==> config.mk <==
export PLATFORM = sky130hd
export DESIGN_NAME = muldiv_unit
export DESIGN_NICKNAME = d
export VERILOG_FILES = /design/src/rtl/muldiv_unit.sv
export SDC_FILE = /design/constraint.sdc
export NUM_CORES = 1
export LEC_CHECK = 0
export ABC_AREA = 1
export BUFFER_PORTS_ARGS = -buffer_cell sky130_fd_sc_hd__buf_4
export CORE_ASPECT_RATIO = 0.75
export CORE_MARGIN = 2
export CORE_UTILIZATION = 55
export DETAILED_ROUTE_END_ITERATION = 10
export PLACE_DENSITY_LB_ADDON = 0.1
export SLEW_MARGIN = 20
export SYNTH_ARGS = -nofsm -noshare
export SYNTH_HDL_FRONTEND = slang
export SYNTH_SLANG_ARGS = --single-unit
==> constraint.sdc <==
create_clock -name clk -period 5.05 [get_ports clk]
set_clock_uncertainty 0.2 [all_clocks]
set_input_delay 0.2525 -clock clk [delete_from_list [all_inputs] [get_ports clk]]
set_output_delay 0.2525 -clock clk [all_outputs]
set_load 0.005 [all_outputs]
==> src/rtl/muldiv_unit.sv <==
// Iterative RV32M multiply/divide unit: shift-add multiplier and restoring
// divider sharing one four-state sequencer with a fixed 34-cycle turnaround.
module muldiv_unit #(
   parameter int DATA_WIDTH = 32
) (
   input  logic                  clk,
   input  logic                  rst,
   input  logic                  start_i,
   input  logic [4:0]            alu_op_i,
   input  logic [DATA_WIDTH-1:0] a_i,
   input  logic [DATA_WIDTH-1:0] b_i,
   input  logic                  flush_i,
   output logic                  busy_o,
   output logic                  done_o,
   output logic [DATA_WIDTH-1:0] result_o
);

   localparam int W = DATA_WIDTH;

   typedef enum logic [4:0] {
      OP_MULU   = 5'b01001,
      OP_MULHS  = 5'b01010,
      OP_MULHSU = 5'b01011,
      OP_MULHU  = 5'b01100,
      OP_DIVU   = 5'b01101,
      OP_DIVS   = 5'b01110,
      OP_REMU   = 5'b01111,
      OP_REMS   = 5'b10000
   } op_e;

   typedef enum logic [1:0] {
      IDLE,
      CALC,
      FIX,
      DONE
   } state_e;

   state_e         state_q;
   logic [4:0]     op_q;
   logic [5:0]     cnt_q;
   logic [2*W-1:0] prod_q;
   logic [W-1:0]   opa_q;
   logic [W-1:0]   opb_q;
   logic [W-1:0]   rem_q;
   logic [W-1:0]   quot_q;
   logic           neg_res_q;
   logic           neg_rem_q;
   logic           div0_q;
   logic           busy_q;
   logic           done_q;
   logic [W-1:0]   result_q;

   logic           op_valid;
   logic           op_is_mul;
   logic           a_signed;
   logic           b_signed;
   logic           a_neg;
   logic           b_neg;
   logic [W-1:0]   a_mag;
   logic [W-1:0]   b_mag;
   logic [W:0]     mul_sum;
   logic [W:0]     div_shift;
   logic           div_ge;
   logic [W-1:0]   div_rem_sub;
   logic [2*W-1:0] prod_fix;
   logic [W-1:0]   quot_fix;
   logic [W-1:0]   rem_fix;
   logic [W-1:0]   fix_result;

   // Decode the incoming opcode: validity and which operands are signed.
   always_comb begin
      op_valid = 1'b1;
      a_signed = 1'b0;
      b_signed = 1'b0;
      case (alu_op_i)
         OP_MULU,
         OP_MULHU,
         OP_DIVU,
         OP_REMU:   ;
         OP_MULHS,
         OP_DIVS,
         OP_REMS:   begin a_signed = 1'b1; b_signed = 1'b1; end
         OP_MULHSU: a_signed = 1'b1;
         default:   op_valid = 1'b0;
      endcase
      a_neg = a_signed & a_i[W-1];
      b_neg = b_signed & b_i[W-1];
      a_mag = a_neg ? -a_i : a_i;
      b_mag = b_neg ? -b_i : b_i;
   end

   // One iteration of each datapath plus the sign-corrected result select.
   always_comb begin
      op_is_mul   = (op_q == OP_MULU) || (op_q == OP_MULHS) ||
                    (op_q == OP_MULHSU) || (op_q == OP_MULHU);
      // Right-shifting product: upper half accumulates, low half collects finished bits.
      mul_sum     = {1'b0, prod_q[2*W-1:W]} + (opb_q[0] ? {1'b0, opa_q} : '0);
      div_shift   = {rem_q, quot_q[W-1]};
      div_ge      = div_shift >= {1'b0, opb_q};
      div_rem_sub = div_shift[W-1:0] - opb_q;
      prod_fix    = neg_res_q ? -prod_q : prod_q;
      // A zero divisor yields all-ones regardless of the dividend sign.
      quot_fix    = div0_q ? '1 : (neg_res_q ? -quot_q : quot_q);
      rem_fix     = neg_rem_q ? -rem_q : rem_q;
      case (op_q)
         OP_MULU:                     fix_result = prod_fix[W-1:0];
         OP_MULHS, OP_MULHSU, OP_MULHU: fix_result = prod_fix[2*W-1:W];
         OP_DIVU, OP_DIVS:            fix_result = quot_fix;
         default:                     fix_result = rem_fix;
      endcase
   end

   // Sequencer and datapath registers: IDLE -> CALC (W cycles) -> FIX -> DONE.
   always_ff @(posedge clk) begin
      if (rst) begin
         state_q   <= IDLE;
         op_q      <= '0;
         cnt_q     <= '0;
         prod_q    <= '0;
         opa_q     <= '0;
         opb_q     <= '0;
         rem_q     <= '0;
         quot_q    <= '0;
         neg_res_q <= 1'b0;
         neg_rem_q <= 1'b0;
         div0_q    <= 1'b0;
         busy_q    <= 1'b0;
         done_q    <= 1'b0;
         result_q  <= '0;
      end else if (flush_i) begin
         state_q <= IDLE;
         busy_q  <= 1'b0;
         done_q  <= 1'b0;
      end else begin
         case (state_q)
            IDLE: begin
               done_q <= 1'b0;
               if (start_i && op_valid) begin
                  state_q   <= CALC;
                  busy_q    <= 1'b1;
                  op_q      <= alu_op_i;
                  cnt_q     <= '0;
                  prod_q    <= '0;
                  rem_q     <= '0;
                  opa_q     <= a_mag;
                  opb_q     <= b_mag;
                  quot_q    <= a_mag;
                  neg_res_q <= a_neg ^ b_neg;
                  neg_rem_q <= a_neg;
                  div0_q    <= (b_i == '0);
               end
            end
            CALC: begin
               if (op_is_mul) begin
                  prod_q <= {mul_sum, prod_q[W-1:1]};
                  opb_q  <= opb_q >> 1;
               end else if (div_ge) begin
                  rem_q  <= div_rem_sub;
                  quot_q <= {quot_q[W-2:0], 1'b1};
               end else begin
                  rem_q  <= div_shift[W-1:0];
                  quot_q <= {quot_q[W-2:0], 1'b0};
               end
               if (cnt_q == 6'(W-1)) begin
                  state_q <= FIX;
               end else begin
                  cnt_q <= cnt_q + 6'd1;
               end
            end
            FIX: begin
               result_q <= fix_result;
               done_q   <= 1'b1;
               state_q  <= DONE;
            end
            DONE: begin
               done_q  <= 1'b0;
               busy_q  <= 1'b0;
               state_q <= IDLE;
            end
            default: begin
               state_q <= IDLE;
               busy_q  <= 1'b0;
               done_q  <= 1'b0;
            end
         endcase
      end
   end

   assign busy_o   = busy_q;
   assign done_o   = done_q;
   assign result_o = result_q;

endmodule

==> flow_summary.ini <==
[power_and_ir_drop]
p_sw_mw = 2.15
swShare = 0.363
p_clk_frac = 0.359
combPwrFrac = 0.296
power_frac_seq = 0.345
p_int_mw = 3.77
peakVddDrop_uv = 266
power_density_nw_per_um2 = 244
leakagePower_nw = 12.2

[cells_and_area]
nNetsFinal = 4110
layout-drive-gt1-share = 0.0571
area_growth_pct = 12.2
stdcell_area_sq_um = 24300
n_fill_cell = 3852
antenna_cells = 0

[sta]
rsz0062_at_grt = false
finalCritPeriodShare = 0.735
period_needed_ps = 3710
setup_viol_count_final = 0
fmax_ghz = 0.269
setup_tns_ps = 0
hold_viol_final = 0
drv_slew = 0
slew_headroom = 0.346
whs_ps = 19.3
tightest_slew_ps = 976

[setup_path]
critical-path-max-stage-delay_ps = 570
start_kind = register
path_delay_family = buffers and inverters
crit_arrival_ps = 4040
path_class = register to register
cp.required_ps = 5380
slowest_stage = dlygate4sd3_1
cp-end-kind = register
critical_path.max_fanout = 34
path_cells = nor2_1 -> nand3_1 -> nand2_1 -> buf_4 -> inv_2 -> nand3_1 -> nand2_1 -> nor2_4 -> clkinv_2 -> a21oi_1 -> o21ai_1 -> a21oi_1 -> dlygate4sd3_1
path_buf_inv = 4

[grt]
grt_max_degree = 94
grt_pass1_vias = 22000
antenna_found_initial = 0
grt_pass1_wl_mm = 128
grt.total_usage = 0.400
grt.overflow.total = 0

[drt]
viasPerCell = 5.74
dr.pass1.iters = 6
drc = 0
wl_per_cell_um = 18.7
ant_nets = 0
vias = 25800
routed_wl_mm = 83.7
drt_iter0_drc = 3454

[logic_synthesis]
yosys.area.top_type = dfxtp_1
yosysMostFrequentCell = nand2_1
ys_ff_latch = 242
syn-cell-area_sq_um = 21600
postSynthCellCount = 3873
synth_common_cells = nand2_1 (1110), nor2_1 (498), inv_1 (495)
synth_top_area_frac = 0.224
yosysSeqAreaShare = 0.224
avgSynthCellArea_sq_um = 5.58
async_flop_share = 0
synth_nets = 4023
ys_warn_count = 0
synth_area_leaders = dfxtp_1 (22%), nand2_1 (19%), nand3_1 (9.6%)
synth_edf_count = 0
ys_types = 50
synth_ff_type = dfxtp_1

[floorplan]
io_pins = 107
die_area_sq_um = 40900
die_x_um = 233
die_h_um = 176
core_area_sq_um = 38600
placementRows = 62
initial_core_util = 0.561

[cts]
hold_buffers = 71
clkTransAtPathRegs_ps = 60
clk_latency_ps = 590
ctsRootBufferMaster = clkbuf_16
cts.sinks = 242
cts_made_buffers = 26
cts_tree = done
htreeDepth = 1
cts.path.max_buffers = 3
cts_setup_buffers = 0
cts_resized = 0

[run_status]
status = completed

[hold_path]
hp-class = input pin to register

[placement]
port_buffers = 106
place_hpwl_mm = 64.6
gp_congestion = 1.05
placed_cell_area_sq_um = 22600

[flow_run]
max_cap_viol_count = 0
-- power groups by stage --
stage | Combinational [mW] | Sequential (mW) | Clock [mW]
6_report | 1.75 | 2.04 | 2.13
5_1_grt | 1.93 | 2.05 | 2.20
4_1_cts | 1.68 | 2.04 | 2.13
3_5_place_dp | 1.63 | 2.08 | 0
3_3_place_gp | 1.63 | 2.08 | 0
2_1_floorplan | 1.18 | 2.05 | 0
-- cell usage in the layout, fill, tap and decap left out, types with 19 or more instances in the layout --
master         synthesis  routed
a21oi_1              366     366
buf_4                  2     125
clkbuf_16              0      26
dfxtp_1              242     241
dlygate4sd3_1          0      71
ha_1                  75      74
inv_1                495     494
nand2_1             1110    1110
nand3_1              416     416
nand3b_1              19      19
nand4_1               54      54
nor2_1               498     496
nor3_1                31      31
o21ai_0              218     218
xnor2_1               26      26
xor2_1                49      49
-- routing by layer --
| metal | vias to the layer above | share of wire | track usage |
|---|---|---|---|
| li1 | 12700 | - | - |
| met1 | 11500 | 0.47 | 0.630 |
| met2 | 1500 | 0.36 | 0.507 |
| met3 | 101 | 0.16 | 0.141 |
| met4 | 0 | 0.019 | 0.0727 |
| met5 | - | 0 | 0 |
-- cells by family (layout without fill, tap and decap cells) --
kind of cell	Yosys count	after routing	synth area share
and+or+nand+nor	2174	2174	0.422
xor gates and xnor gates	75	75	0.0304
buffers and inverters	645	750	0.118
DFF	242	242	0.224
adders and majority gates	77	77	0.0452
AOI/OAI and AO/OA	660	660	0.161
-- state kept, by name, summed over array words and instances (netlist names) --
name,cells
cnt_q,6
result_o,32
state_q,2
rem_q,32
op_q,5
done_o,1
neg_rem_q,1
opa_q,32
busy_o,1
quot_q,32
opb_q,32
prod_q,64
div0_q,1
neg_res_q,1
-- worst reg2reg max path, stage by stage (launching register included) --
cell and delay (ps):
dfxtp_1 330, nor2_1 160, nand3_1 90, nand2_1 70, buf_4 360, inv_2 130
nand3_1 180, nand2_1 120, nor2_4 400, clkinv_2 510, a21oi_1 310, o21ai_1 100
a21oi_1 140, dlygate4sd3_1 570
-- path summary, 6_finish.rpt --
path / cells past startpoint / to / from / slack, ps
setup / recovery: 13 / opb_q[23] / op_q[1] / 1340
hold / removal: 7 / opa_q[26] / a_i[26] / 20
hold reg to reg: 2 / opb_q[3] / opb_q[3] / 270
setup reg to reg: 13 / opb_q[23] / op_q[1] / 1340
-- area by class of cell --
type                    instances  area, sq um  share of cell area
inverters                     506         1910              0.0785
clock inverters                10          183             0.00753
well taps                     512          641              0.0264
clock buffers                  36          748              0.0308
repair buffers                198         1680              0.0693
flip-flops and latches        242         4850               0.200
multi-input cells            2986        14300               0.588
-- through the flow --
| stage | utilization | power (mW) | setup WS (ps) | instances |
|---|---|---|---|---|
| after global placement | 0.587 | 3.71 | 1590 | 4373 |
| after CTS | 0.629 | 5.85 | 1490 | 4490 |
| final | 0.629 | 5.92 | 1340 | 4490 |
| after detailed placement | 0.587 | 3.71 | 1550 | 4373 |
| after floorplan | - | 3.22 | 2520 | 3873 |
| after global routing | 0.629 | 6.17 | 1090 | 4490 |
(Power assumes the default switching activity.)
